[src/rtl/fsm_updown_counter.sv]
// ---------------------------------------------------------------------------
// fsm_updown_counter
// Parametrised up/down counter driven by a four-state FSM (IDLE/UP/DOWN/SAT).
// Supports count enable, direction, synchronous parallel load with clamping,
// wrap-around or saturating bounds, and a registered terminal-count pulse.
//
// Parameters:
//   WIDTH    - counter width in bits (>= 2)
//   MAX_VAL  - terminal (highest) count value, 1 .. 2**WIDTH-1
//   SATURATE - 0: wrap at bounds, 1: hold at bounds (enters SAT)
//
// Ports:
//   clk      in   rising-edge clock
//   reset    in   synchronous active-high reset
//   en       in   count enable, one step per cycle
//   dir      in   1 = up, 0 = down
//   load     in   synchronous parallel load strobe
//   load_val in   value captured on load (clamped to MAX_VAL)
//   count    out  current count (registered)
//   tc       out  one-cycle terminal-count pulse (registered)
//   state    out  FSM state: IDLE=0, UP=1, DOWN=2, SAT=3 (registered)
// ---------------------------------------------------------------------------
module fsm_updown_counter #(
   parameter int unsigned WIDTH    = 2,
   parameter int unsigned MAX_VAL  = (2 ** WIDTH) - 1,
   parameter bit          SATURATE = 1'b0
) (
   input  logic             clk,
   input  logic             reset,
   input  logic             en,
   input  logic             dir,
   input  logic             load,
   input  logic [WIDTH-1:0] load_val,
   output logic [WIDTH-1:0] count,
   output logic             tc,
   output logic [1:0]       state
);

   localparam logic [WIDTH-1:0] MAX_C = WIDTH'(MAX_VAL);

   typedef enum logic [1:0] {
      ST_IDLE = 2'd0,
      ST_UP   = 2'd1,
      ST_DOWN = 2'd2,
      ST_SAT  = 2'd3
   } state_e;

   state_e           state_q;
   logic [WIDTH-1:0] count_q;
   logic             tc_q;

   logic             at_max_c;
   logic             at_zero_c;
   logic [WIDTH-1:0] count_inc_c;
   logic [WIDTH-1:0] count_dec_c;
   logic [WIDTH-1:0] load_clamp_c;

   // Bound detection and step arithmetic shared by all FSM branches
   always_comb begin
      at_max_c     = (count_q == MAX_C);
      at_zero_c    = (count_q == '0);
      count_inc_c  = count_q + WIDTH'(1);
      count_dec_c  = count_q - WIDTH'(1);
      load_clamp_c = (load_val > MAX_C) ? MAX_C : load_val;
   end

   // Counter FSM: reset > load > enable; a bound step either wraps (tc pulse)
   // or parks in SAT, where tc fires only on the entering edge.
   always_ff @(posedge clk) begin
      if (reset) begin
         state_q <= ST_IDLE;
         count_q <= '0;
         tc_q    <= 1'b0;
      end else if (load) begin
         state_q <= ST_IDLE;
         count_q <= load_clamp_c;
         tc_q    <= 1'b0;
      end else if (!en) begin
         state_q <= ST_IDLE;
         tc_q    <= 1'b0;
      end else if (dir) begin
         if (at_max_c) begin
            if (SATURATE) begin
               state_q <= ST_SAT;
               tc_q    <= (state_q != ST_SAT);
            end else begin
               state_q <= ST_UP;
               count_q <= '0;
               tc_q    <= 1'b1;
            end
         end else begin
            state_q <= ST_UP;
            count_q <= count_inc_c;
            tc_q    <= 1'b0;
         end
      end else begin
         if (at_zero_c) begin
            if (SATURATE) begin
               state_q <= ST_SAT;
               tc_q    <= (state_q != ST_SAT);
            end else begin
               state_q <= ST_DOWN;
               count_q <= MAX_C;
               tc_q    <= 1'b1;
            end
         end else begin
            state_q <= ST_DOWN;
            count_q <= count_dec_c;
            tc_q    <= 1'b0;
         end
      end
   end

   assign count = count_q;
   assign tc    = tc_q;
   assign state = state_q;

endmodule

[config.mk]
export PLATFORM = sky130hd
export DESIGN_NAME = fsm_updown_counter
export DESIGN_NICKNAME = d
export VERILOG_FILES = /design/src/rtl/fsm_updown_counter.sv
export SDC_FILE = /design/constraint.sdc
export NUM_CORES = 1
export LEC_CHECK = 0
export ABC_AREA = 1
export CELL_PAD_IN_SITES_DETAIL_PLACEMENT = 1
export CELL_PAD_IN_SITES_GLOBAL_PLACEMENT = 2
export CORE_AREA = 2 2 39 41
export CTS_BUF_LIST = sky130_fd_sc_hd__clkbuf_4 sky130_fd_sc_hd__clkbuf_8
export CTS_CLUSTER_DIAMETER = 30
export DETAILED_ROUTE_END_ITERATION = 12
export DIE_AREA = 0 0 41 43
export PLACE_DENSITY_LB_ADDON = 0.1
export SLEW_MARGIN = 20
export SYNTH_ARGS = -nofsm -noshare
export SYNTH_HDL_FRONTEND = slang
export SYNTH_SLANG_ARGS = --single-unit
[constraint.sdc]
create_clock -name clk -period 2.4 [get_ports clk]
set_clock_uncertainty 0.2 [all_clocks]
set_input_delay 0.36 -clock clk [delete_from_list [all_inputs] [get_ports clk]]
set_output_delay 0.36 -clock clk [all_outputs]
set_load 0.005 [all_outputs]
* Word-level counts from Yosys, hierarchy flattened
Index checks and enable logic that the tools add are counted.
Widths: inputs -> output; s select.
** Word-level totals
- Bits of input ports :: 7
- Logic and storage cells :: 21
- Register bits after elaboration :: 5
- Output and inout bits :: 5
** Operators by class
- Reduce and logical (&&, ||, !) cells :: 3
- Bitwise gates (word level) :: 1
- Multiplexer cells :: 10
- Magnitude comparators :: 1
- Eq/ne operators :: 1
- Add/sub/neg operators :: 2
** Operators by type and width (number)
- $mux 2 :: 7
- $mux 1 :: 3
- $reduce_or 3->1 :: 1
- $add 2x1->2 const B :: 1
- $eq 2x2->1 const B :: 1
- $gt 2x2->1 const B :: 1
- $logic_not 2->1 :: 1
- $reduce_bool 2->1 :: 1
- $sub 2x1->2 const B :: 1
- $not 1->1 :: 1

* Longest topological paths before layout
- Depth after elaboration :: 5
- Gate-level depth with buffers :: 8
- Gate-level depth less buffers :: 8

* Least setup slack after synthesis
Ideal clock, no wire load.
- Path kind :: reg2reg
- Start point :: reg count_q[0], in the netlist count[0]
- End point :: reg count_q[1], in the netlist count[1]
- Data required time :: 2.130 ns
- Setup time :: 0.070 ns
- Cell stages (with the launch flop) :: 6
- Buffers on the path :: 0
- Setup slack :: 1.112 ns
- Arrival time :: 1.019 ns
- Period minus slack after synthesis :: 1.288 ns
- Path through :: dfxtp_1 > inv_1 > ha_1 > xnor2_1 > nand2_1 > a21oi_1
** Between the ends
- Word-level cells in the longest chain between the ends :: 5
- Elaborated cells between the ends (all ways) :: 9
- Those cells by class :: add/sub (2); eq/ne (1); mux (5); reduce/logical (1)
** RTL lines
- start: declaration :: line 49 : logic [WIDTH-1:0] count_q;
- start signal: assignment :: line 76 : count_q <= load_clamp_c;
- start signal: assignment :: line 93 : count_q <= count_inc_c;
- start signal: assignment :: line 108 : count_q <= count_dec_c;
- $sub 2x1->2, or another cell as far along :: line 63 : count_dec_c = count_q - WIDTH'(1);
- $mux 2 (on tied branches) :: line 97, 82
- $mux 2 * :: line 81 : end else if (dir) begin
- $mux 2 * :: line 78 : end else if (!en) begin
- $mux 2 * :: line 74 : end else if (load) begin
Mark *: on every way between the ends. The rest lies on a longest branch, timed or not. The select of a mux whose other input is x is not followed.
A chain may end at the register's enable or synchronous reset.

* Worst setup path in the final report
- Start point :: reg count_q[0], in the netlist count[0]
- End point :: out count[0]
** RTL lines
- end: declaration :: line 34 : output logic [WIDTH-1:0] count,
No word-level cell between the ends.

==> impl_metrics.json <==
{
  "grt_pass1_wl_um": 848,
  "drc_errors": 0,
  "rsz0062_at_grt": "false",
  "finalSetupTns_ps": 0,
  "rrSetupSlack_ps": 970,
  "whs_ps": 362,
  "io_buffers": 11,
  "power.leakage_nw": 0.194,
  "critPathLaunchType": "register",
  "final-setup-viol-count": 0,
  "die_area_um2": 1760,
  "die_h_um": 43,
  "yosys_warnings": 0,
  "area_growth_pct": 61.5,
  "place_ws_ps": 797,
  "path_max_fanout": 6,
  "path_class": "register to primary output",
  "fmax_ghz": 0.564,
  "critPathTopFamily": "buffers and inverters",
  "synthCells": 36,
  "clk_latency_ps": 240,
  "drv_slew": 0,
  "ys_ff_latch": 5,
  "clk_pin_slew_ps": 40,
  "ys_seq_area_frac": 0.385,
  "fin_crit_ps": 1770,
  "cts_max_path_buffers": 2,
  "first_pass_iters": 1,
  "nNetsFinal": 61,
  "outcome": "finished, final reports clean",
  "h-tree-depth": 1,
  "slowest_stage": "clkdlybuf4s50_1",
  "antenna_found_initial": 0,
  "ir_worst_vdd_uv": 313,
  "dp_hpwl_um": 471,
  "rows": 14,
  "core-area_um2": 1380,
  "vias": 270,
  "post_cts_resized": 0,
  "routed_wl_um": 559,
  "syn_area_um2": 260,
  "chipWidth_um": 41,
  "grt_pass1_vias": 224,
  "holdPathEnd": "count[0]",
  "gr-total-overflow": 0,
  "cts_setup_buffers": 0,
  "power.density_nw_per_um2": 585,
  "numCtsBuffers": 3,
  "cp.required_ps": 1840,
  "start_util": 0.188,
  "timing.slew.headroom": 0.855,
  "cp-startpoint": "count[0]",
  "drv_cap": 0,
  "mostFrequentLayoutCells": "clkdlybuf4s50_1, nand2_1, inv_1",
  "tritoncts": "yes",
  "worst_slack_ps": 628,
  "hold_viol": 0,
  "post_synth.cell_area_avg_um2": 7.23,
  "synth_fp_nets": 45,
  "wl_per_cell_um": 8.34,
  "cts_hold_buf": 0,
  "worstHoldStart": "count[0]",
  "drt-initial-drc-count": 0,
  "antenna_left": 0,
  "pin_count": 12,
  "diodes": 0,
  "r2r-start": "count[0]",
  "r2r_cells": 5,
  "clock-sinks": 5,
  "critPathBufInv": 1,
  "rr_endpoint": "count[1]",
  "root_buffer": "clkbuf_4",
  "tightest_slew_ps": 217,
  "synth.distinct_cells": 11,
  "total_power_mw": 0.246,
  "worst_hold_path_type": "register to register",
  "grt.total_usage": 0.0814,
  "finalWeightedCongestion": 0.672,
  "end_kind": "primary output",
  "path_cells": "clkdlybuf4s50_1",
  "final_common_cell": "clkdlybuf4s50_1",
  "min_period_over_period": 0.739,
  "drive_gt1_frac": 0.176,
  "whs_path_depth": 2,
  "cp.depth": 1,
  "grt_start_max_net_pins": 7,
  "crit_path_max_incr_delay_ps": 540,
  "viasPerCell": 4.03,
  "arrival_ps": 1210
}
-- layer usage --
layer | track usage | routed length [um] | up-vias
li1 | - | - | 137
met5 | 0 | 0 | -
met3 | 0.0942 | 80 | 3
met4 | 0.0400 | 11 | 0
met1 | 0.0742 | 220 | 116
met2 | 0.106 | 246 | 14
-- power by group --
| part | total (mW) | switching (mW) | internal (mW) |
|---|---|---|---|
| registers | 0.0918 | 0.00424 | 0.0876 |
| logic | 0.0445 | 0.0186 | 0.0259 |
| clock network | 0.110 | 0.0354 | 0.0742 |
| total | 0.246 | 0.0582 | 0.188 |
-- final cells by class --
| type | count | area [um^2] |
|---|---|---|
| flip-flops and latches | 5 | 100 |
| repair buffers | 11 | 110 |
| well taps | 16 | 20.0 |
| multi-input cells | 24 | 134 |
| fillers | 174 | 963 |
| clock buffers | 4 | 30.0 |
| inverters | 7 | 26.3 |
-- state kept, by name, summed over array words and instances, names as in the netlist --
register and cells:
tc 1, state 2, count 2
-- metrics by stage --
stage | instances | cell area, um^2 | util
after floorplan | 36 | 260 | -
after global placement | 63 | 390 | 0.282
after detailed placement | 63 | 390 | 0.282
after CTS | 67 | 420 | 0.304
after global routing | 67 | 420 | 0.304
final | 67 | 420 | 0.304
-- cells in the mapped netlist --
cell | n | area, um^2
ha_1 | 2 | 25.0
dfxtp_1 | 5 | 100
a21boi_1 | 1 | 7.51
a21oi_1 | 2 | 10.0
a21oi_2 | 1 | 8.76
nor2_2 | 3 | 18.8
inv_1 | 7 | 26.3
nand2_1 | 10 | 37.5
xnor2_1 | 1 | 8.76
nand2_2 | 1 | 6.26
nor2_1 | 3 | 11.3
-- cells by family after synthesis --
group,Yosys count,synth area share
simple gates,17,0.284
xor+xnor,1,0.0337
buf+inv,7,0.101
flops,5,0.385
fa+ha+maj,2,0.0961
compound gates,4,0.101
-- worst max-delay path by stage --
stage               endpoint  slack [ps]
finish              count[0]         630
global route        count[0]         540
detailed placement  count[0]         800
CTS                 count[0]         610
floorplan           count[1]        1110
global placement    count[0]         780
Power figures use the tool's default switching activity.
